## config.mk

```make
export PLATFORM = sky130hd
export DESIGN_NAME = jtag_scan_ctrl_flat
export DESIGN_NICKNAME = d
export VERILOG_FILES = /design/src/rtl/jtag_scan_ctrl_if.sv /design/src/rtl/jtag_scan_ctrl.sv /design/src/flat_wrapper.sv
export SDC_FILE = /design/constraint.sdc
export NUM_CORES = 1
export LEC_CHECK = 0
export CAP_MARGIN = 20
export CORE_UTILIZATION = 30
export CTS_CLUSTER_SIZE = 30
export DETAILED_ROUTE_END_ITERATION = 10
export PLACE_DENSITY = 0.6
export SYNTH_ARGS = -nofsm -noshare
export SYNTH_HDL_FRONTEND = slang
export SYNTH_SLANG_ARGS = --single-unit
export TNS_END_PERCENT = 20
```

## constraint.sdc

```tcl
create_clock -name CLK -period 7.8 [get_ports CLK]
set_clock_uncertainty 0.2 [all_clocks]
set_input_delay 1.56 -clock CLK [delete_from_list [all_inputs] [get_ports CLK]]
set_output_delay 1.56 -clock CLK [all_outputs]
set_load 0.005 [all_outputs]
```

## src/rtl/jtag_scan_ctrl_if.sv

```systemverilog
// Command/response channel between a scan command source and jtag_scan_ctrl.
// The source drives cmd_* and receives cmd_ready plus the completion response.
interface jtag_scan_ctrl_if #(
  parameter int unsigned MAX_LEN = 32
) ();
  localparam int unsigned LW = $clog2(MAX_LEN + 1);

  logic               cmd_valid;
  logic               cmd_ready;
  logic               cmd_ir;
  logic               cmd_reset;
  logic [LW-1:0]      cmd_len;
  logic [MAX_LEN-1:0] cmd_data;
  logic               rsp_valid;
  logic [MAX_LEN-1:0] rsp_data;

  modport master (
    output cmd_valid, cmd_ir, cmd_reset, cmd_len, cmd_data,
    input  cmd_ready, rsp_valid, rsp_data
  );

  modport slave (
    input  cmd_valid, cmd_ir, cmd_reset, cmd_len, cmd_data,
    output cmd_ready, rsp_valid, rsp_data
  );
endinterface

```

## src/rtl/jtag_scan_ctrl.sv

```systemverilog
// Host-side JTAG scan sequencer: turns one command into a full IR/DR scan or TAP reset,
// keeps a shadow of the target TAP state and collects TDO into a response word.
module jtag_scan_ctrl #(
  parameter int unsigned MAX_LEN = 32
) (
  input  logic             CLK,
  input  logic             RESET,
  jtag_scan_ctrl_if.slave  cmd,
  output logic             tck_en,
  output logic             tms,
  output logic             tdi,
  input  logic             tdo,
  output logic [3:0]       tap_state
);
  localparam int unsigned LW = $clog2(MAX_LEN + 1);
  localparam int unsigned CW = LW + 3;
  localparam int unsigned IW = (MAX_LEN > 1) ? $clog2(MAX_LEN) : 1;

  localparam logic [3:0] TapTlr   = 4'd15, TapRti   = 4'd12, TapSelDr = 4'd7,  TapCapDr = 4'd6;
  localparam logic [3:0] TapShDr  = 4'd2,  TapEx1Dr = 4'd1,  TapPauDr = 4'd3,  TapEx2Dr = 4'd0;
  localparam logic [3:0] TapUpdDr = 4'd5,  TapSelIr = 4'd4,  TapCapIr = 4'd14, TapShIr  = 4'd10;
  localparam logic [3:0] TapEx1Ir = 4'd9,  TapPauIr = 4'd11, TapEx2Ir = 4'd8,  TapUpdIr = 4'd13;

  typedef enum logic [2:0] {StInit, StIdle, StPre, StShift, StPost, StDone} state_e;

  state_e             st_q, st_d;
  logic [CW-1:0]      step_q, step_d, bit_q, bit_d, len_q, len_d;
  logic [CW-1:0]      pre_n, cmd_len_c;
  logic               ir_q, ir_d, rcmd_q, rcmd_d;
  logic [MAX_LEN-1:0] data_q, data_d, cap_q, cap_d, rsp_q, rsp_d;
  logic               tck_q, tck_d, tms_q, tms_d, tdi_q, tdi_d;
  logic               rdy_q, rdy_d, rv_q, rv_d;
  logic [3:0]         tap_q;

  function automatic logic [3:0] tap_next(input logic [3:0] s, input logic m);
    unique case (s)
      TapTlr:   return m ? TapTlr   : TapRti;
      TapRti:   return m ? TapSelDr : TapRti;
      TapSelDr: return m ? TapSelIr : TapCapDr;
      TapCapDr: return m ? TapEx1Dr : TapShDr;
      TapShDr:  return m ? TapEx1Dr : TapShDr;
      TapEx1Dr: return m ? TapUpdDr : TapPauDr;
      TapPauDr: return m ? TapEx2Dr : TapPauDr;
      TapEx2Dr: return m ? TapUpdDr : TapShDr;
      TapUpdDr: return m ? TapSelDr : TapRti;
      TapSelIr: return m ? TapTlr   : TapCapIr;
      TapCapIr: return m ? TapEx1Ir : TapShIr;
      TapShIr:  return m ? TapEx1Ir : TapShIr;
      TapEx1Ir: return m ? TapUpdIr : TapPauIr;
      TapPauIr: return m ? TapEx2Ir : TapPauIr;
      TapEx2Ir: return m ? TapUpdIr : TapShIr;
      default:  return m ? TapSelDr : TapRti;
    endcase
  endfunction

  assign pre_n     = ir_q ? CW'(4) : CW'(3);
  assign cmd_len_c = (CW'(cmd.cmd_len) > CW'(MAX_LEN)) ? CW'(MAX_LEN) : CW'(cmd.cmd_len);

  // Each branch decides the step presented in the next cycle; st_q names the current one.
  always_comb begin
    st_d   = st_q;
    step_d = step_q;
    bit_d  = bit_q;
    len_d  = len_q;
    ir_d   = ir_q;
    rcmd_d = rcmd_q;
    data_d = data_q;
    cap_d  = cap_q;
    rsp_d  = rsp_q;
    tck_d  = 1'b0;
    tms_d  = 1'b0;
    tdi_d  = 1'b0;
    rdy_d  = 1'b0;
    rv_d   = 1'b0;
    unique case (st_q)
      StInit: begin
        if (step_q < CW'(6)) begin
          tck_d  = 1'b1;
          tms_d  = (step_q < CW'(5));
          step_d = step_q + CW'(1);
        end else if (rcmd_q) begin
          st_d  = StDone;
          rdy_d = 1'b1;
          rv_d  = 1'b1;
          rsp_d = '0;
        end else begin
          st_d  = StIdle;
          rdy_d = 1'b1;
        end
      end
      StIdle, StDone: begin
        rdy_d = 1'b1;
        st_d  = StIdle;
        if (cmd.cmd_valid) begin
          rdy_d  = 1'b0;
          ir_d   = cmd.cmd_ir;
          rcmd_d = cmd.cmd_reset;
          len_d  = cmd_len_c;
          data_d = cmd.cmd_data;
          cap_d  = '0;
          tck_d  = 1'b1;
          tms_d  = 1'b1;
          step_d = CW'(1);
          st_d   = cmd.cmd_reset ? StInit : StPre;
        end
      end
      StPre: begin
        tck_d = 1'b1;
        if (step_q < pre_n) begin
          // Capture step leaves straight to Exit1 when there is nothing to shift.
          if (step_q == pre_n - CW'(1)) tms_d = (len_q == '0);
          else                          tms_d = ir_q && (step_q == CW'(1));
          step_d = step_q + CW'(1);
        end else if (len_q == '0) begin
          st_d   = StPost;
          tms_d  = 1'b1;
          step_d = CW'(1);
        end else begin
          st_d   = StShift;
          bit_d  = '0;
          tms_d  = (len_q == CW'(1));
          tdi_d  = data_q[0];
          data_d = data_q >> 1;
        end
      end
      StShift: begin
        cap_d[bit_q[IW-1:0]] = tdo;
        tck_d = 1'b1;
        if (bit_q + CW'(1) < len_q) begin
          bit_d  = bit_q + CW'(1);
          tms_d  = (bit_q + CW'(2) == len_q);
          tdi_d  = data_q[0];
          data_d = data_q >> 1;
        end else begin
          st_d   = StPost;
          tms_d  = 1'b1;
          step_d = CW'(1);
        end
      end
      StPost: begin
        if (step_q < CW'(2)) begin
          tck_d  = 1'b1;
          step_d = step_q + CW'(1);
        end else begin
          st_d  = StDone;
          rdy_d = 1'b1;
          rv_d  = 1'b1;
          rsp_d = cap_q;
        end
      end
      default: st_d = StInit;
    endcase
  end

  always_ff @(posedge CLK) begin
    if (RESET) begin
      st_q   <= StInit;
      step_q <= '0;
      bit_q  <= '0;
      len_q  <= '0;
      ir_q   <= 1'b0;
      rcmd_q <= 1'b0;
      data_q <= '0;
      cap_q  <= '0;
      rsp_q  <= '0;
      tck_q  <= 1'b0;
      tms_q  <= 1'b1;
      tdi_q  <= 1'b0;
      rdy_q  <= 1'b0;
      rv_q   <= 1'b0;
    end else begin
      st_q   <= st_d;
      step_q <= step_d;
      bit_q  <= bit_d;
      len_q  <= len_d;
      ir_q   <= ir_d;
      rcmd_q <= rcmd_d;
      data_q <= data_d;
      cap_q  <= cap_d;
      rsp_q  <= rsp_d;
      tck_q  <= tck_d;
      tms_q  <= tms_d;
      tdi_q  <= tdi_d;
      rdy_q  <= rdy_d;
      rv_q   <= rv_d;
    end
  end

  always_ff @(posedge CLK) begin
    if (RESET)      tap_q <= TapTlr;
    else if (tck_q) tap_q <= tap_next(tap_q, tms_q);
  end

  assign tck_en        = tck_q;
  assign tms           = tms_q;
  assign tdi           = tdi_q;
  assign tap_state     = tap_q;
  assign cmd.cmd_ready = rdy_q;
  assign cmd.rsp_valid = rv_q;
  assign cmd.rsp_data  = rsp_q;
endmodule
```

## src/flat_wrapper.sv

```systemverilog
// flat-port wrapper written by rule: the top's interface ports become plain ports
module jtag_scan_ctrl_flat 
#(
  parameter int unsigned MAX_LEN = 32
)
  (CLK, RESET, tck_en, tms, tdi, tdo, tap_state, cmd_cmd_valid, cmd_cmd_ir, cmd_cmd_reset, cmd_cmd_len, cmd_cmd_data, cmd_cmd_ready, cmd_rsp_valid, cmd_rsp_data);
  jtag_scan_ctrl_if #(.MAX_LEN(MAX_LEN)) cmd_i ();
  input  logic CLK;
  input  logic RESET;
  output logic tck_en;
  output logic tms;
  output logic tdi;
  input  logic tdo;
  output logic [3:0] tap_state;
  input wire logic [$bits(cmd_i.cmd_valid)-1:0] cmd_cmd_valid;
  input wire logic [$bits(cmd_i.cmd_ir)-1:0] cmd_cmd_ir;
  input wire logic [$bits(cmd_i.cmd_reset)-1:0] cmd_cmd_reset;
  input wire logic [$bits(cmd_i.cmd_len)-1:0] cmd_cmd_len;
  input wire logic [$bits(cmd_i.cmd_data)-1:0] cmd_cmd_data;
  output wire logic [$bits(cmd_i.cmd_ready)-1:0] cmd_cmd_ready;
  output wire logic [$bits(cmd_i.rsp_valid)-1:0] cmd_rsp_valid;
  output wire logic [$bits(cmd_i.rsp_data)-1:0] cmd_rsp_data;
  assign cmd_i.cmd_valid = cmd_cmd_valid;
  assign cmd_i.cmd_ir = cmd_cmd_ir;
  assign cmd_i.cmd_reset = cmd_cmd_reset;
  assign cmd_i.cmd_len = cmd_cmd_len;
  assign cmd_i.cmd_data = cmd_cmd_data;
  assign cmd_cmd_ready = cmd_i.cmd_ready;
  assign cmd_rsp_valid = cmd_i.rsp_valid;
  assign cmd_rsp_data = cmd_i.rsp_data;
  jtag_scan_ctrl #(.MAX_LEN(MAX_LEN)) u_core (.CLK(CLK), .RESET(RESET), .cmd(cmd_i), .tck_en(tck_en), .tms(tms), .tdi(tdi), .tdo(tdo), .tap_state(tap_state));
endmodule
```

# Yosys cells after proc, flatten, opt, wreduce, memory -nomap -nowiden

Index checks and enable logic that the tools add are counted.

Register bits: 137
Bits of input ports: 44
Output and inout port bits: 41
Word-level logic and storage cells: 150

Add/sub/neg operators: 4
$lt $le $gt $ge: 8
Equal/unequal tests: 32
Multiplexer cells: 70
Reductions and logical operators: 21

Operators with widths:

| kind                                                        | count |
|---|---|
| 2-to-1 mux 32 bit                                           | 8 |
| case mux 32 bit (2 select lines)                            | 2 |
| case mux 32 bit (3 select lines)                            | 1 |
| 2-to-1 mux 9 bit                                            | 9 |
| case mux 9 bit (5 select lines)                             | 1 |
| case mux 4 bit (11 select lines)                            | 1 |
| 2-to-1 mux 3 bit                                            | 12 |
| bitwise mux 32 bit                                          | 1 |
| == test 4 bit (second input constant)                       | 6 |
| adder 9 x 1 -> 9 bit (second input constant)                | 2 |
| == test 9 x 1 -> 1 bit (second input constant)              | 2 |
| == test 9 bit                                               | 2 |
| less-than comparator 9 x 3 -> 1 bit (second input constant) | 2 |
| less-than comparator 9 bit                                  | 2 |
| 2-to-1 mux 1 bit                                            | 18 |
| case mux 9 bit (2 select lines)                             | 1 |
| case mux 3 bit (5 select lines)                             | 1 |
| 2-to-1 mux 2 bit                                            | 7 |
| == test 4 x 3 -> 1 bit (second input constant)              | 3 |
| inequality test 2 bit (second input constant)               | 6 |
| AND reduction 4 bit                                         | 3 |
| adder 9 x 2 -> 9 bit (second input constant)                | 1 |
| zero test 9 bit                                             | 1 |
| less-than comparator 9 x 2 -> 1 bit (second input constant) | 1 |
| other kinds (27)                                            | 42 |

# Depth between registers and ports, before layout

Gate-level depths: netlist of the first run.

Depth after elaboration: 6
Mapped depth: 12
Mapped depth without buffers: 10

# Worst setup path after synthesis of the first run

OpenSTA, ideal clock, no wires.

Kind: input-to-reg
From: input cmd_cmd_valid
To: register u_core.st_q[1]
Data arrival time: 2,792 ps
Data required time: 7,509 ps
Setup slack: 4,717 ps
Stages: 8
Buffers on the path: 3
Cells stage by stage: nand2_1 > or2_2 > clkbuf_1 > clkbuf_1 > clkbuf_1 > nor2_1 > nor2_1 > a311oi_1

Cells in the longest elaborated chain, start to end: 2

Ends and longest elaborated chain:

| element                         | line                  | source |
|---|---|---|
| start: declaration              | flat_wrapper.sv:15    | `input wire logic [$bits(cmd_i.cmd_valid)-1:0] cmd_cmd_valid;` |
| 2-to-1 mux 3 bit                | jtag_scan_ctrl.sv:94  | `if (cmd.cmd_valid) begin` |
| case mux 3 bit (5 select lines) | jtag_scan_ctrl.sv:75  | `unique case (st_q)` |
| end signal: assignment          | jtag_scan_ctrl.sv:157 | `st_q <= StInit;` |
| end signal: assignment          | jtag_scan_ctrl.sv:172 | `st_q <= st_d;` |
| end: declaration                | jtag_scan_ctrl.sv:26  | `state_e st_q, st_d;` |

No other way between the ends.
A chain may end at the register's enable or synchronous reset.

# Worst setup path after layout of the first run

From: register u_core.bit_q[2]
To: register u_core.bit_q[5]

Cells in the longest elaborated chain, start to end: 4
Elaborated cells on any way between the ends: 6

Ends and longest elaborated chain:

| element                                  | line                                         | source |
|---|---|---|
| start: declaration                       | jtag_scan_ctrl.sv:27                         | `logic [CW-1:0] step_q, step_d, bit_q, bit_d, len_q, len_d;` |
| start signal: assignment                 | jtag_scan_ctrl.sv:174                        | `bit_q <= bit_d;` |
| adder 9 x 1 -> 9 bit *                   | jtag_scan_ctrl.sv:129, jtag_scan_ctrl.sv:130 |  |
| less-than comparator 9 bit               | jtag_scan_ctrl.sv:129                        | `if (bit_q + CW'(1) < len_q) begin` |
| inequality test 2 x 1 -> 1 bit (no line) | --                                           |  |
| AND reduction 4 bit (no line)            | --                                           |  |

Mark *: on every way between the ends. The rest lies on a longest branch, timed or not. The select of a mux whose other input is x is not followed.

==> out/qor.txt, run 1 <==
Synthesized area - 6531 um2
Placer Congestion - 0.8210
Share of cells above drive strength 1 - 0.05869
Skew-Pair Late Insertion Delay - 0.43 ns
Pin count of the biggest net entering global routing - 61
Worst-Margin Slew - 0.8972 ns
Antenna Nets Post-Route - 0
Layout Cells excl Fill - 1127
Final worst setup slack - 4.071 ns
Detail Route met3 WL - 906 um
Num CTS Buffers - 17
CP max FO - 17
R2R Path Start - u_core.bit_q[2]
Endpoint class of the critical path - flop
Tmin final - 3.729 ns
Syn. warnings - 0
Placed Area - 7476 um2
Initial antenna violation count - 0
N_diodes - 0
Vias - 5994
Final instance area - 8059 um2
CTS clk-pin slew, worst paths - 0.06 ns
Fmax - 0.2682 GHz
Synthesized area per cell - 8.103 um2
Post-DP HPWL - 10710 um
Wire per inst - 15.07 um
Post-synthesis sequential area ratio - 0.4107
TNS Setup - 0 ns
Setup violations, final - 0
CTS root buffer - clkbuf_16
Placed Cells incl. Taps - 1095
Final core occ - 0.3810
Vias per inst - 5.319
Crit share post-route - 0.4780
WP data arrival - 3.88 ns
Core Area - 21150 um2
Vias in the first global route - 5516
Post-Syn Instances - 806
Die W - 149.6 um
CTS tree - done
EDFF count, synth - 0
Clock sink count - 134
Fillers - 2168
Top FF cell, synth - dfxtp_1
Fin. Hold Viols - 0
Layout Nets - 899
CTS-repair resized insts - 0
Boundary Pins - 85
Startpoint types - flop
Max-Cap Viols - 0
Highest metal used - met4
Cell variety after synth - 58
Wl on met1 - 8531 um
Critical Path Source - u_core.bit_q[2]
Die H - 149.6 um
Area delta synth->final - 23.39%
Pre-Repair DR Iteration Count - 4
Status - finished clean
Syn nets - 866
RSZ-0062 raised after global routing - no
Post-Route WL - 16990 um
Number of core rows - 53
Setup repair bufs after CTS - 0
Overflow after GRT - 0
Peak supply drop - 133.2 uV
Remaining DRCs - 0
Starting density of the core - 0.3087
GRT Util Overall - 0.1574
HP Start - u_core.data_q[0]
Data required time of the worst path - 7.95 ns
Number of port buffers - 84
FFs w/ async S/R, synth - 0
Met2 wire len - 7268 um
First-pass GRT wire length - 28230 um
Pwr per Cell Area - 221.6 nW/um2
Max Root-Sink Buffers - 2
Die ar. - 22370 um2
H-tree Lvls - 4
Yosys reg bits - 134
Slew Limit Fails - 0
Hold WC Path Type - reg -> reg
Relative slew margins - 0.4006
Crit Path Category - reg -> reg
Static leakage - 3.205 nW
Hold Buf Count CTS - 0
1st-iter DRT viols - 428
DP Worst Slack - 3.999 ns
## cells in the mapped netlist, types with 2 or more instances
| master | count | area, um2 |
|---|---|---|
| dfxtp_1 | 134 | 2683 |
| a21oi_1 | 94 | 470.5 |
| nor2_1 | 89 | 334.1 |
| nand2_1 | 64 | 240.2 |
| clkbuf_1 | 59 | 221.5 |
| o21ai_0 | 48 | 240.2 |
| nor3_1 | 38 | 190.2 |
| a22o_1 | 32 | 280.3 |
| o31a_1 | 32 | 280.3 |
| o22a_1 | 31 | 271.5 |
| nand3_1 | 20 | 100.1 |
| ha_1 | 16 | 200.2 |
| inv_1 | 15 | 56.30 |
| buf_2 | 13 | 65.06 |
| and2_1 | 10 | 62.56 |
| and3_1 | 8 | 50.05 |
| nand2b_1 | 8 | 50.05 |
| a31oi_1 | 6 | 37.54 |
| nand3b_1 | 6 | 45.04 |
| nor2b_1 | 6 | 37.54 |
| xor2_1 | 6 | 52.55 |
| nor3b_1 | 5 | 37.54 |
| xnor2_1 | 5 | 43.79 |
| nand4_1 | 4 | 25.02 |
| nor4_1 | 4 | 25.02 |
| or4_1 | 4 | 30.03 |
| a211o_1 | 3 | 26.28 |
| a211oi_1 | 3 | 22.52 |
| o211ai_1 | 3 | 22.52 |
| o21a_1 | 3 | 22.52 |
| or2_2 | 3 | 18.77 |
| a311o_1 | 2 | 20.02 |
| a311oi_1 | 2 | 17.52 |
| and4_1 | 2 | 17.52 |
| buf_1 | 2 | 7.510 |
| nor4b_1 | 2 | 17.52 |
| o31ai_1 | 2 | 15.01 |
| o32ai_1 | 2 | 17.52 |
## path summary, 6_finish.rpt
| path | to | slack, ns | depth (start not counted) |
|---|---|---|---|
| max reg2reg | u_core.bit_q[5] | 4.07 | 10 |
| min | u_core.data_q[0] | 0.26 | 1 |
| min reg2reg | u_core.data_q[0] | 0.26 | 1 |
| max | u_core.bit_q[5] | 4.07 | 10 |
## metal layers
layer / up-vias / global-route usage
li1: 2987 / -
met1: 2797 / 0.2193
met2: 190 / 0.2336
met3: 20 / 0.03628
met4: 0 / 0.05867
met5: - / 0
## power by group
part	switching, mW	internal, mW	total, mW
registers	0.0365	0.706	0.742
logic	0.137	0.107	0.243
clock network	0.348	0.452	0.800
total	0.521	1.27	1.79
## logic make-up (layout without fill, tap and decap cells)
kind of cell               after synthesis  after routing  synth area share
AOI/OAI and AO/OA                      276            276            0.2851
and+or+nand+nor                        276            276            0.1996
adders and majority gates               17             17           0.03218
buffers and inverters                   91            137           0.05613
muxes                                    1              1          0.001533
xor gates and xnor gates                11             11           0.01475
DFF                                    134            134            0.4107
## critical path: stages (launching register included)
cell     delay [ns]
dfxtp_1        0.70
ha_1           0.39
nand2_1        0.10
xnor2_1        0.26
ha_1           0.27
o21ai_0        0.07
a21oi_1        0.06
o31ai_1        0.31
nand3_1        0.55
or4_1          0.59
a31oi_1        0.16
## cells in the final DEF (no fill, tap or decap), types with 7 or more instances in the layout
cell type	instances
buf_4	7
nand3_1	20
o22a_1	31
and2_1	10
dfxtp_1	134
nor2_1	87
ha_1	16
clkbuf_16	17
o31a_1	32
a22o_1	32
and3_1	7
a21oi_1	93
nand2_1	64
nor3_1	38
nand2b_1	7
o21ai_0	48
inv_1	15
clkdlybuf4s50_1	83
## stage by stage
stage / hold WS [ns] / power, mW
5_1_grt: 0.2765 / 1.865
2_1_floorplan: 0.2205 / 0.9172
6_report: 0.2570 / 1.786
4_1_cts: 0.2614 / 1.805
3_5_place_dp: 0.2393 / 1.000
3_3_place_gp: 0.2372 / 0.9982
## final cells by class
| class | instances | area [um2] | area share |
|---|---|---|---|
| clock inverters | 15 | 157.7 | 0.01956 |
| clock buffers | 17 | 425.4 | 0.05279 |
| well taps | 275 | 344.1 | 0.04270 |
| flip-flops and latches | 134 | 2683 | 0.3329 |
| inverters | 15 | 56.30 | 0.006986 |
| repair buffers | 90 | 883.3 | 0.1096 |
| multi-input cells | 581 | 3510 | 0.4355 |
## registers in the layout (all words and copies together) (netlist names)
register              cells
u_core.ir_q               1
u_core.len_q              6
u_core.rcmd_q             1
u_core.bit_q              9
u_core.cmd.cmd_ready      1
u_core.data_q            32
u_core.step_q             9
u_core.tap_state          4
u_core.tdi                1
u_core.tck_en             1
u_core.cmd.rsp_valid      1
u_core.tms                1
u_core.st_q               3
u_core.cap_q             32
u_core.cmd.rsp_data      32
No activity file was read; power rests on OpenSTA's default activity.
==> run 2: changes to the inputs <==
Settings changed: PLACE_DENSITY 0.6 to 0.61.
Clock period 7.8 ns to 3.35 ns, I/O delays scaled along.
==> run 2 against run 1 <==
  * Worst setup slack got worse by 3.8 ns
  * Sequential power up 130%
  * Non-clock buffer count increased by 13
  * Global-route usage about the same
  * Register-to-register slack got worse by 3.8 ns
  * Routed wire length is 0.13% lower
  * Critical path depth rose by 1
  * Maximum frequency up 22%
  * Worst hold slack got worse by 0.0015 ns
  * Sequential share of layout area is 0.41 points lower
  * Utilization rose by 0.48 points
  * Flip-flop and latch count unchanged
  * Critical path type unchanged
  * Largest power group unchanged
==> out/qor.txt, run 2 (same netlist as run 1, synthesis figures left out) <==
Pwr per Cell Area - 510.4 nW/um2
CTS tree - done
Sw Share - 0.2912
Data required time of the worst path - 3.47 ns
Static leakage - 3.266 nW
Peak supply drop - 304.7 uV
Detail Route met3 WL - 1008 um
Hold Buf Count CTS - 0
Layout Nets - 912
Wl on met1 - 8474 um
Pin count of the biggest net entering global routing - 51
Clock sink count - 134
Vias per inst - 5.289
Initial antenna violation count - 1
Setup repair bufs after CTS - 0
Combinational share of power - 0.139
Skew-Pair Late Insertion Delay - 0.42 ns
Die W - 149.6 um
Slew Limit Fails - 0
Leading cell type in the layout, fill and taps excluded - dfxtp_1
Endpoint class of the critical path - flop
Setup violations, final - 0
Die ar. - 22370 um2
Relative slew margins - 0.4491
Core Area - 21150 um2
WP data arrival - 3.17 ns
Internal power - 2.952 mW
Final worst setup slack - 0.2942 ns
CTS root buffer - clkbuf_16
CTS-repair resized insts - 0
Final total power - 4.165 mW
Starting density of the core - 0.3087
1st-iter DRT viols - 366
Highest metal used - met4
TNS Setup - 0 ns
Overflow after GRT - 0
Fin. Hold Viols - 0
Clock power frac - 0.447
Flop pwr share - 0.414
Vias - 6029
Worst-Margin Slew - 0.8245 ns
Number of port buffers - 84
Max Root-Sink Buffers - 2
GRT Util Overall - 0.1569
Antenna Nets Post-Route - 0
H-tree Lvls - 4
DP Worst Slack - 0.3389 ns
Commonest non-fill, non-tap cells in the layout - 134 x dfxtp_1, 93 x a21oi_1, 87 x nor2_1
Placer Congestion - 0.8485
Vias in the first global route - 5469
Share of cells above drive strength 1 - 0.07052
Pre-Repair DR Iteration Count - 5
First-pass GRT wire length - 28210 um
Die H - 149.6 um
Startpoint types - flop
Remaining DRCs - 0
Post-Route WL - 16970 um
Area delta synth->final - 24.94%
Num CTS Buffers - 17
Number of core rows - 53
Boundary Pins - 85
CTS clk-pin slew, worst paths - 0.06 ns
Crit share post-route - 0.9122
Crit Path Category - reg -> reg
Status - finished clean
N_diodes - 0
Fmax - 0.3273 GHz
Met2 wire len - 7272 um
Post-DP HPWL - 11050 um
Max-Cap Viols - 0
RSZ-0062 raised after global routing - no
Tmin final - 3.056 ns
CP max FO - 31
Wire per inst - 14.88 um
Psw - 1.213 mW
Hold WC Path Type - reg -> reg
-- run 2: cell type report --
cell class | count | area, um2
clock inverters | 15 | 157.7
inverters | 15 | 56.30
clock buffers | 17 | 425.4
multi-input cells | 581 | 3501
well taps | 275 | 344.1
flip-flops and latches | 134 | 2683
fillers | 2160 | 12990
repair buffers | 103 | 993.5
-- run 2: worst max-delay path: stages (launching register included) --
cell     delay, ns
dfxtp_1       0.45
ha_1          0.32
nand2_1       0.10
xnor2_1       0.21
ha_1          0.26
o21ai_0       0.08
a21oi_1       0.06
o31ai_1       0.32
and4_1        0.36
a21oi_4       0.07
buf_4         0.27
o22a_1        0.25
-- run 2: power by group through the flow --
stage	sequential [mW]	clock [mW]	combinational, mW
floorplan	1.73	0	0.409
global placement	1.76	0	0.573
detailed placement	1.76	0	0.577
global route	1.74	1.96	0.650
finish	1.73	1.86	0.578
CTS	1.73	1.89	0.579
-- run 2: worst paths after layout --
| check | from | endpoint | slack [ns] | cells past startpoint |
|---|---|---|---|---|
| hold / removal | u_core.step_q[8] | u_core.step_q[8] | 0.26 | 1 |
| hold reg to reg | u_core.step_q[8] | u_core.step_q[8] | 0.26 | 1 |
| setup / recovery | u_core.bit_q[1] | u_core.data_q[16] | 0.29 | 11 |
| setup reg to reg | u_core.bit_q[1] | u_core.data_q[16] | 0.29 | 11 |
-- run 2: per-layer routing --
metal | global-route usage | vias up
met5 | 0 | -
met3 | 0.03994 | 19
li1 | - | 3004
met2 | 0.2292 | 183
met4 | 0.05051 | 0
met1 | 0.2225 | 2823
-- run 2: stage by stage --
step | std cells | cell area [um2] | hold slack, ns | utilization
floorplan | 806 | 6531 | 0.2205 | -
global placement | 1108 | 7577 | 0.2377 | 0.3582
global route | 1140 | 8160 | 0.2749 | 0.3858
finish | 1140 | 8160 | 0.2555 | 0.3858
CTS | 1140 | 8160 | 0.2608 | 0.3858
detailed placement | 1108 | 7577 | 0.2443 | 0.3582
